===== src/rtl/dec_result_collector.sv =====
// Collects decoder results on each rising edge of found into a small FWFT FIFO.
// It also keeps saturating pass/fail/drop statistics and a sticky overflow flag.
module dec_result_collector #(
  parameter int W_BITS = 39,
  parameter int N_BITS = 25,
  parameter int DEPTH  = 4,
  parameter int EXP_N  = 16777215,
  parameter int CNT_W  = 16
) (
  input  logic                     clk,
  input  logic                     rst,
  input  logic                     found,
  input  logic [N_BITS-1:0]        N,
  input  logic [W_BITS-1:0]        W,
  input  logic                     out_ready,
  output logic                     out_valid,
  output logic [W_BITS-1:0]        out_W,
  output logic [N_BITS-1:0]        out_N,
  output logic                     out_match,
  output logic [$clog2(DEPTH):0]   level,
  output logic [CNT_W-1:0]         pass_cnt,
  output logic [CNT_W-1:0]         fail_cnt,
  output logic [CNT_W-1:0]         drop_cnt,
  output logic                     overflow
);

  localparam int AW = $clog2(DEPTH);
  localparam int LW = AW + 1;
  localparam int EW = W_BITS + N_BITS + 1;

  logic              found_d_r;
  logic [AW-1:0]     wr_ptr_r;
  logic [AW-1:0]     rd_ptr_r;
  logic [EW-1:0]     mem_r [DEPTH];

  logic              cap_s;
  logic              match_s;
  logic              pop_s;
  logic              full_s;
  logic              push_s;
  logic              drop_s;
  logic [EW-1:0]     entry_s;
  logic [AW-1:0]     wr_ptr_nxt_s;
  logic [AW-1:0]     rd_ptr_nxt_s;
  logic [LW-1:0]     level_nxt_s;
  logic [EW-1:0]     head_nxt_s;

  function automatic logic [CNT_W-1:0] sat_inc(input logic [CNT_W-1:0] c);
    if (c == {CNT_W{1'b1}}) begin
      return c;
    end else begin
      return c + CNT_W'(1);
    end
  endfunction

  // Capture/pop decisions and next FIFO state, including the next head entry
  always_comb begin
    cap_s        = found & ~found_d_r;
    match_s      = (N == N_BITS'(EXP_N));
    pop_s        = out_valid & out_ready;
    full_s       = (level == LW'(DEPTH));
    push_s       = cap_s & (~full_s | pop_s);
    drop_s       = cap_s & full_s & ~pop_s;
    entry_s      = {W, N, match_s};
    wr_ptr_nxt_s = push_s ? wr_ptr_r + AW'(1) : wr_ptr_r;
    rd_ptr_nxt_s = pop_s ? rd_ptr_r + AW'(1) : rd_ptr_r;
    case ({push_s, pop_s})
      2'b10:   level_nxt_s = level + LW'(1);
      2'b01:   level_nxt_s = level - LW'(1);
      default: level_nxt_s = level;
    endcase
    // A push into the slot that becomes the head must bypass the array
    if (level_nxt_s == LW'(0)) begin
      head_nxt_s = {EW{1'b0}};
    end else if (push_s && (wr_ptr_r == rd_ptr_nxt_s)) begin
      head_nxt_s = entry_s;
    end else begin
      head_nxt_s = mem_r[rd_ptr_nxt_s];
    end
  end

  // FIFO storage, pointers and registered head outputs
  always_ff @(posedge clk or posedge rst) begin
    if (rst) begin
      found_d_r <= 1'b0;
      wr_ptr_r  <= AW'(0);
      rd_ptr_r  <= AW'(0);
      level     <= LW'(0);
      out_valid <= 1'b0;
      out_W     <= W_BITS'(0);
      out_N     <= N_BITS'(0);
      out_match <= 1'b0;
      for (int i = 0; i < DEPTH; i++) begin
        mem_r[i] <= {EW{1'b0}};
      end
    end else begin
      found_d_r <= found;
      wr_ptr_r  <= wr_ptr_nxt_s;
      rd_ptr_r  <= rd_ptr_nxt_s;
      level     <= level_nxt_s;
      out_valid <= (level_nxt_s != LW'(0));
      out_W     <= head_nxt_s[EW-1:N_BITS+1];
      out_N     <= head_nxt_s[N_BITS:1];
      out_match <= head_nxt_s[0];
      if (push_s) begin
        mem_r[wr_ptr_r] <= entry_s;
      end
    end
  end

  // Statistics counters count every capture whether or not it fits
  always_ff @(posedge clk or posedge rst) begin
    if (rst) begin
      pass_cnt <= CNT_W'(0);
      fail_cnt <= CNT_W'(0);
      drop_cnt <= CNT_W'(0);
      overflow <= 1'b0;
    end else begin
      if (cap_s && match_s) begin
        pass_cnt <= sat_inc(pass_cnt);
      end
      if (cap_s && !match_s) begin
        fail_cnt <= sat_inc(fail_cnt);
      end
      if (drop_s) begin
        drop_cnt <= sat_inc(drop_cnt);
        overflow <= 1'b1;
      end
    end
  end

endmodule


===== config.mk =====
export PLATFORM = sky130hd
export DESIGN_NAME = dec_result_collector
export DESIGN_NICKNAME = d
export VERILOG_FILES = /design/src/rtl/dec_result_collector.sv
export SDC_FILE = /design/constraint.sdc
export NUM_CORES = 1
export LEC_CHECK = 0
export CAP_MARGIN = 20
export CORE_ASPECT_RATIO = 0.7
export CORE_MARGIN = 1
export CORE_UTILIZATION = 55
export DETAILED_ROUTE_END_ITERATION = 16
export PLACE_DENSITY = 0.78
export SYNTH_ARGS = -nofsm -noshare
export SYNTH_HDL_FRONTEND = slang
export SYNTH_SLANG_ARGS = --single-unit

===== constraint.sdc =====
create_clock -name clk -period 22.9 [get_ports clk]
set_input_delay 3.435 -clock clk [delete_from_list [all_inputs] [get_ports clk]]
set_output_delay 3.435 -clock clk [all_outputs]
set_load 0.05 [all_outputs]

Yosys cells after proc, flatten, opt, wreduce, memory -nomap -nowiden
Index checks and enable logic that the tools add are counted.
Storage, ports and cells
  memory bits (read-only): 0
  bits of input ports: 68
  word-level logic and storage cells: 68
  output and inout bits: 118
  bits in registers: 383
  bits in latches: 0
  bits in writable memories: 0
  memories kept: 0
Operators by class
  div/mod/pow operators: 0
  shift operators: 0
  add/sub/neg operators: 7
  reductions and logical operators: 10
  multiplexer cells: 10
  bitwise operators: 14
  equality and inequality tests: 8
  multiply operators: 0
  $lt $le $gt $ge: 3
Operators with widths (number)
  $mux 65: 5
  $bwmux 260: 1
  $bmux 65 s2: 1
  $demux 65 s2: 1
  $add 16x1->16 const B: 3
  $eq 16x16->1 const B: 3
  $eq 25x24->1 const B: 1
  $ge 3x3->1 const B: 2
  $not 1->1: 6
  $not 2->3: 2
  $pmux 3 s2: 1
  $reduce_and 2->1: 3
  $and 1x1->1: 5
  $add 2x1->2 const B: 2
  $logic_and 1x1->1: 4
  $add 3x1->3 const B: 1
  $eq 3x3->1 const B: 1
  $logic_not 3->1: 1
  $lt 3x1->1 const B: 1
  $reduce_bool 3->1: 1
  $sub 3x1->3 const B: 1
  $eq 2x1->1 const B: 1
  $eq 2x2->1: 1
  $eq 2x2->1 const B: 1
  other kinds (3): 3

Logic depth before layout (Yosys ltp)
Gate-level depths: netlist of run 1.
  word-level depth: 8
  mapped depth: 11
  gate-level depth less buffers: 9

Worst setup path after synthesis of run 1
Ideal clock, no wire load.
  path type: input-to-reg
  start point: in out_ready
  end point: reg out_N[24]
  arrival time: 5.251 ns
  path buffers: 2
  stages on the path: 10
  setup slack: 17.507 ns
  data required time: 22.758 ns
  setup time: 0.142 ns
  path through: nand2_1 -> nor2_1 -> inv_1 -> fa_1 -> o311ai_0 -> o21ai_0 -> a21oi_1 -> buf_2 -> buf_2 -> a211oi_1
On the way
  elaborated cells on any way between the ends: 16
  classes of those cells: eq/ne (3); mux (7); bitwise (4); reduce/logical (2)
RTL lines
  start: declaration: line 15  | input logic out_ready,
  $and 1x1->1 *: line 60  | pop_s = out_valid & out_ready;
  $or 1x1->1: line 62  | push_s = cap_s & (~full_s | pop_s);
  $and 1x1->1: line 62
  $eq 2x1->1 or $eq 2x2->1 (tied branches): line 67  | case ({push_s, pop_s})
  $pmux 3 s2 *: line 67
  net level_nxt_s[2]: line 45  | logic [LW-1:0] level_nxt_s;
  $logic_not 3->1 *: line 73  | if (level_nxt_s == LW'(0)) begin
  $mux 65 *: line 73
  net head_nxt_s[25]: line 46  | logic [EW-1:0] head_nxt_s;
  end signal: assignment: line 103  | out_N <= head_nxt_s[N_BITS:1];
  end: declaration: line 18  | output logic [N_BITS-1:0] out_N,
Mark *: on every way through the listed nets, which the timed path passes. The rest lies on a longest branch. The select of a mux whose other input is x is not followed.
A chain may end at the register's enable or synchronous reset.

Worst setup path after layout of run 1
  start point: in out_ready
  end point: reg out_N[20]
On the way
  longest elaborated chain between the ends: 8
  elaborated cells on any way between the ends: 16
  classes of those cells: eq/ne (3); mux (7); bitwise (4); reduce/logical (2)
Ends and longest elaborated chain
  $and 1x1->1 *: line 60
  $mux 2: line 66  | rd_ptr_nxt_s = pop_s ? rd_ptr_r + AW'(1) : rd_ptr_r;
  $not 2->3 (not written as such): line 78  | head_nxt_s = mem_r[rd_ptr_nxt_s];
  $bmux 65 s2: line 78
  $mux 65 (not written as such) (2 in series): line 78
  $mux 65: line 75  | end else if (push_s && (wr_ptr_r == rd_ptr_nxt_s)) begin
  $mux 65 *: line 73
  net head_nxt_s[21]: line 46
Marks and branches as above.

==> flow_metrics.py, run 1 <==
metrics = {
    "sta": {
        "setup-violations-final": 0,
        "fmax_mhz": 134,
        "max_slew.worst_pin.slew_ns": 1.10,
        "hold_violations": 0,
        "finalCritPeriodShare_pct": 32.5,
        "maxSlewHeadroom_pct": 26.8,
        "finalSetupTns_ns": 0,
        "clock_skew_ns": 0.0206,
        "setup_slack_ns": 15.46,
        "rsz0062_at_grt": "false",
        "drv_slew": 0,
        "fin_crit_ns": 7.44,
    },
    "grt": {
        "grt_first_pass_wirelength_mm": 74.4,
        "grt_max_degree": 166,
        "first_global_vias": 13700,
        "gr-total-overflow": 0,
        "grt_antenna_before_repair": 4,
        "grtUsageTotal_pct": 27.8,
    },
    "synthesis": {
        "syn_inst": 1625,
        "synthMuxAreaShare_pct": 20.1,
        "synth_top_family_by_area": "multiplexers",
        "ys_async_sr_fraction_pct": 100,
        "synth_seq_cells": 383,
        "synth_top_cell_area_share_pct": 53.0,
        "postSynthAreaPerCell_sq_um": 11.1,
        "synthAdderAreaFrac_pct": 0.595,
        "yosysMostFrequentCell": "dfrtp_1",
        "synth_commonest_cells": "dfrtp_1, mux2_2, nor2_1, nand2_1, o21ai_0",
        "yosysWarnings": 0,
        "synth_compound_area_share_pct": 10.3,
        "yosys.cell_types.count": 41,
        "ys.flop_type": "dfrtp_1",
        "synth_top_cell_by_area": "dfrtp_1",
        "synth_nets": 1701,
        "synth-xor-area-share_pct": 2.28,
        "yosysSeqAreaShare_pct": 53.0,
        "syn_area_sq_um": 18100,
        "synth_area_leaders": "dfrtp_1, mux2_2, nor2_1",
        "synth-edff-count": 0,
        "synth-simple-area-share_pct": 10.7,
    },
    "placed_design": {
        "portBuffers": 185,
        "dpl_cell_area_sq_um": 20200,
        "hpwlAfterDp_mm": 25.1,
        "gp_congestion": 0.820,
        "dp_slack_ns": 15.02,
    },
    "clocking": {
        "cts_max_path_buffers": 3,
        "cts_root_buf": "clkbuf_16",
        "cts_resized": 0,
        "cts_htree_levels": 2,
        "clk-insertion-delay-late_ns": 0.54,
        "clock-sinks": 383,
        "cts_tree": "yes",
        "postCtsSetupRepairBufs": 0,
        "holdBufCountCts": 0,
        "cts-buffers-inserted": 38,
        "clkTransAtPathRegs_ns": 0.06,
    },
    "floorplan": {
        "initial_core_util_pct": 55.9,
        "fp.dieW_microns": 219,
        "core-area_sq_um": 32300,
        "die_height_microns": 154,
        "die-area_sq_um": 33600,
        "fp-row-count": 55,
        "num_io_pins": 186,
    },
    "routing": {
        "drt_iter0_drc": 1033,
        "num_vias": 13500,
        "ant_nets": 0,
        "vias_per_cell": 6.11,
        "drtPass1Iterations": 5,
        "routed_wl_mm": 46.4,
        "wl_per_cell_microns": 21.1,
        "drc": 0,
    },
    "run": {
        "max_cap_viol_count": 0,
    },
    "cells_and_area": {
        "num-nets-final": 1822,
        "multiInputGateArea_sq_um": 8060,
        "n_antenna_cell": 0,
        "fill_cells": 2437,
        "drive_gt1_share_pct": 19.8,
        "seqCellArea_sq_um": 9590,
        "final_area_sq_um": 21600,
        "syn_to_final_growth_pct": 19.3,
    },
    "critical_path": {
        "crit_type": "input port to register",
        "cp_data_arrival_time_ns": 7.86,
        "endpoint_kind": "register",
        "cp.required_ns": 23.31,
        "start_kind": "input port",
        "path_max_fanout": 88,
    },
    "pwr": {
        "p_leak_nw": 9.32,
        "total_power_mw": 3.29,
        "power_density_nw_per_um2": 152,
        "ir_worst_vdd_uv": 109,
    },
    "run_status": {
        "status": "finished, final reports clean",
    },
    "min_path": {
        "min_path_type": "register to register",
    },
}
sequential cells by signal (all words and copies together) (netlist names):
name and cells:
pass_cnt 16, fail_cnt 16, out_N 25, level 3, mem_r 260, found_d_r 1
drop_cnt 16, wr_ptr_r 2, out_W 39, overflow 1, out_match 1, rd_ptr_r 2
out_valid 1
critical path, cell delays in order:
cell,delay (ns)
clkdlybuf4s50_1,0.59
and2_4,0.84
xnor2_2,0.18
buf_4,0.77
xnor2_1,0.22
nand3_4,0.45
buf_4,0.80
nor2_1,0.09
a211oi_1,0.32
cell type report:
class                           instances  share of cell area, %
Clock inverter                         10                  0.737
Inverter                               14                  0.278
Timing Repair Buffer                  198                   9.47
Clock buffer                           58                   5.24
Sequential cell                       383                   44.4
Tap cell                              427                   2.48
Multi-Input combinational cell       1111                   37.4
logic make-up after synthesis:
| family | count (synthesis) |
|---|---|
| compound gates | 274 |
| xor+xnor | 47 |
| fa+ha+maj | 8 |
| buf+inv | 131 |
| flops | 383 |
| mux | 330 |
| simple gates | 452 |
metrics by stage:
stage | cells | hold WS (ns) | utilization, %
5_1_grt | 2201 | 0.497 | 66.7
3_5_place_dp | 2129 | 0.458 | 62.4
6_report | 2201 | 0.477 | 66.7
4_1_cts | 2197 | 0.476 | 66.4
3_3_place_gp | 2129 | 0.453 | 62.4
2_1_floorplan | 1625 | 0.451 | -
power by group:
| part | internal (mW) | total, mW | leakage [nW] | switching, mW |
|---|---|---|---|---|
| logic | 0.599 | 1.44 | 4.05 | 0.839 |
| clock network | 0.386 | 0.650 | 0.622 | 0.263 |
| registers | 0.990 | 1.20 | 4.65 | 0.208 |
| total | 1.98 | 3.29 | 9.32 | 1.31 |
worst paths after layout:
path,depth (start not counted),end,slack (ns),from
worst min-delay path,1,overflow,0.48,overflow
worst max register to register,8,out_N[20],18.48,out_valid
worst min register to register,1,overflow,0.48,overflow
min in group asynchronous,2,mem_r[253],3.43,rst
worst max-delay path,9,out_N[20],15.46,out_ready
max in group asynchronous,5,rd_ptr_r[1],17.44,rst
layout by cell type, fill, tap and decap left out, types with 8 or more instances in the layout:
cell,instances
buf_4,8
nor3_1,9
inv_1,13
nor2_1,211
dfrtp_1,382
nand3_1,19
o21ai_0,70
mux2i_1,68
and3_1,9
xor2_1,19
mux2_2,261
nand4_1,18
a32oi_1,64
o22ai_1,64
clkbuf_1,13
clkdlybuf4s50_1,185
a211oi_1,66
xnor2_1,27
clkbuf_16,41
nand2_1,150
per-layer routing:
metal,GRT usage (%),share of wire [%],up-vias
met5,0,0.12,-
met3,4.81,6.2,75
met4,7.94,1.8,8
li1,-,-,6071
met2,45.8,48,455
met1,38.1,44,6847
Power figures use the tool's default switching activity.
==> inputs of run 2 (changes only) <==
==> constraint.sdc (replaced) <==
create_clock -name clk -period 7.6 [get_ports clk]
set_input_delay 1.14 -clock clk [delete_from_list [all_inputs] [get_ports clk]]
set_output_delay 1.14 -clock clk [all_outputs]
set_load 0.05 [all_outputs]
==> run 2 against run 1 <==
Critical path depth shrank 2. Flip-flop and latch count stayed put. Clock power increased to 3.2 times the previous value. Die area unchanged. Clock-buffer cell count fell by 6. Setup slack lost 13 ns. Combinational power rose to 3.0 times the previous value. Power rose to 3.0 times the previous value. Cell area grew 0.55%. Via count is essentially flat. First-iteration DRC count is 2.7% higher. Critical endpoint is now out_N[14]. Largest cell class unchanged. Highest routed layer unchanged.
==> flow_metrics.py, run 2 (synthesis gave the netlist of run 1 again) <==
metrics = {
    "cells_and_area": {
        "fin_util_pct": 67.1,
        "syn_to_final_growth_pct": 19.9,
        "num-nets-final": 1825,
        "top_regs": "mem_r: 260 flops, out_W: 39 flops, out_N: 25 flops",
        "final_common_cell": "dfrtp_1",
        "final_cell_mix": "dfrtp_1, mux2_2, nor2_1, clkdlybuf4s50_1, nand2_1",
        "largest_register_ffs": 260,
        "drive_gt1_share_pct": 20.4,
        "largest_register": "mem_r",
    },
    "clocking": {
        "cts_htree_levels": 2,
        "cts_tree": "yes",
        "cts_max_path_buffers": 3,
        "cts_resized": 0,
        "postCtsSetupRepairBufs": 0,
        "clk-insertion-delay-late_ns": 0.55,
        "clkTransAtPathRegs_ns": 0.06,
        "clock-sinks": 383,
        "holdBufCountCts": 0,
        "cts_root_buf": "clkbuf_16",
        "cts-buffers-inserted": 38,
    },
    "routing": {
        "drc": 0,
        "drt_iter0_drc": 1061,
        "vias_per_cell": 6.09,
        "wl_per_cell_microns": 20.7,
        "routed_wl_mm": 45.8,
        "num_vias": 13400,
        "ant_nets": 0,
        "drtPass1Iterations": 5,
    },
    "sta": {
        "clock_skew_ns": 0.0183,
        "maxSlewHeadroom_pct": 25.7,
        "finalCritPeriodShare_pct": 65.6,
        "setup-violations-final": 0,
        "fin_crit_ns": 4.98,
        "max_slew.worst_pin.slew_ns": 1.11,
        "hold_violations": 0,
        "finalSetupTns_ns": 0,
        "drv_slew": 0,
        "rsz0062_at_grt": "false",
        "fmax_mhz": 201,
    },
    "critical_path": {
        "crit_type": "input port to register",
        "start_kind": "input port",
        "endpoint_kind": "register",
        "cp.required_ns": 8.03,
        "cp_data_arrival_time_ns": 5.41,
        "path_max_fanout": 74,
    },
    "grt": {
        "gr-total-overflow": 0,
        "first_global_vias": 13600,
        "grt_max_degree": 177,
        "grt_first_pass_wirelength_mm": 73.7,
        "grtUsageTotal_pct": 27.7,
        "grt_antenna_before_repair": 5,
    },
    "floorplan": {
        "initial_core_util_pct": 55.9,
        "core-area_sq_um": 32300,
        "num_io_pins": 186,
        "die_height_microns": 154,
        "fp.dieW_microns": 219,
        "die-area_sq_um": 33600,
        "fp-row-count": 55,
    },
    "placed_design": {
        "portBuffers": 185,
        "hpwlAfterDp_mm": 25.7,
        "gp_congestion": 0.827,
    },
    "pwr": {
        "power_density_nw_per_um2": 461,
        "p_leak_nw": 9.39,
        "ir_worst_vdd_uv": 308,
    },
    "min_path": {
        "min_path_type": "register to register",
    },
    "run": {
        "max_cap_viol_count": 0,
    },
    "run_status": {
        "status": "finished, final reports clean",
    },
}
## run 2: cell count changes in the layout (fill, tap and decap cells not counted)
cell       change
clkinv_4       -1
buf_12         +1
bufinv_16      +2
buf_4          +2
inv_8          -1
diode_2        +4
clkbuf_8       +3
clkinv_2       +5
clkbuf_1       -9
## run 2: power breakdown
group	total, mW	switching [mW]	internal (mW)
clock	2.06	0.804	1.25
combinational	4.31	2.50	1.80
sequential	3.63	0.645	2.98
total	9.99	3.95	6.04
## run 2: final cells by class
type / instances / area (sq um)
timing repair buffer: 201 / 2080
clock buffer: 52 / 1140
sequential: 383 / 9590
inverter: 14 / 56.3
clock inverter: 15 / 228
tap: 427 / 534
fill: 2414 / 10700
antenna: 4 / 10.0
multi-input combinational: 1111 / 8060
## run 2: worst paths after layout
| path | from | endpoint | slack [ns] | depth (start not counted) |
|---|---|---|---|---|
| worst min register to register | overflow | overflow | 0.48 | 1 |
| max in group asynchronous | rst | rd_ptr_r[1] | 5.10 | 5 |
| worst max register to register | out_valid | out_N[14] | 3.34 | 6 |
| worst max-delay path | out_ready | out_N[14] | 2.62 | 7 |
| worst min-delay path | overflow | overflow | 0.48 | 1 |
| min in group asynchronous | rst | pass_cnt[11] | 0.96 | 3 |
## run 2: per-layer routing
| layer | vias up | track usage, % | routed length, microns |
|---|---|---|---|
| met5 | - | 0 | 10 |
| met4 | 2 | 7.87 | 683 |
| met3 | 59 | 5.08 | 3060 |
| met2 | 454 | 44.5 | 21700 |
| met1 | 6850 | 38.5 | 20300 |
| li1 | 6083 | - | - |
## run 2: stage by stage
stage	std cells	hold slack, ns	instance area [sq um]	setup slack (ns)	power, mW
after floorplan	1625	0.451	18100	1.31	6.59
after global placement	2131	0.452	20200	2.33	7.71
after detailed placement	2131	0.466	20200	2.13	7.89
after CTS	2198	0.482	21500	2.63	9.99
after global routing	2205	0.511	21700	2.33	10.5
final	2207	0.481	21700	2.62	9.99
## run 2: worst max-delay path: stages
cell and delay [ns]:
clkdlybuf4s50_1 0.58, and2_4 0.82, nor3_1 0.10, nor2_1 0.88
nand3_4 0.82, buf_4 0.62, a211oi_1 0.35
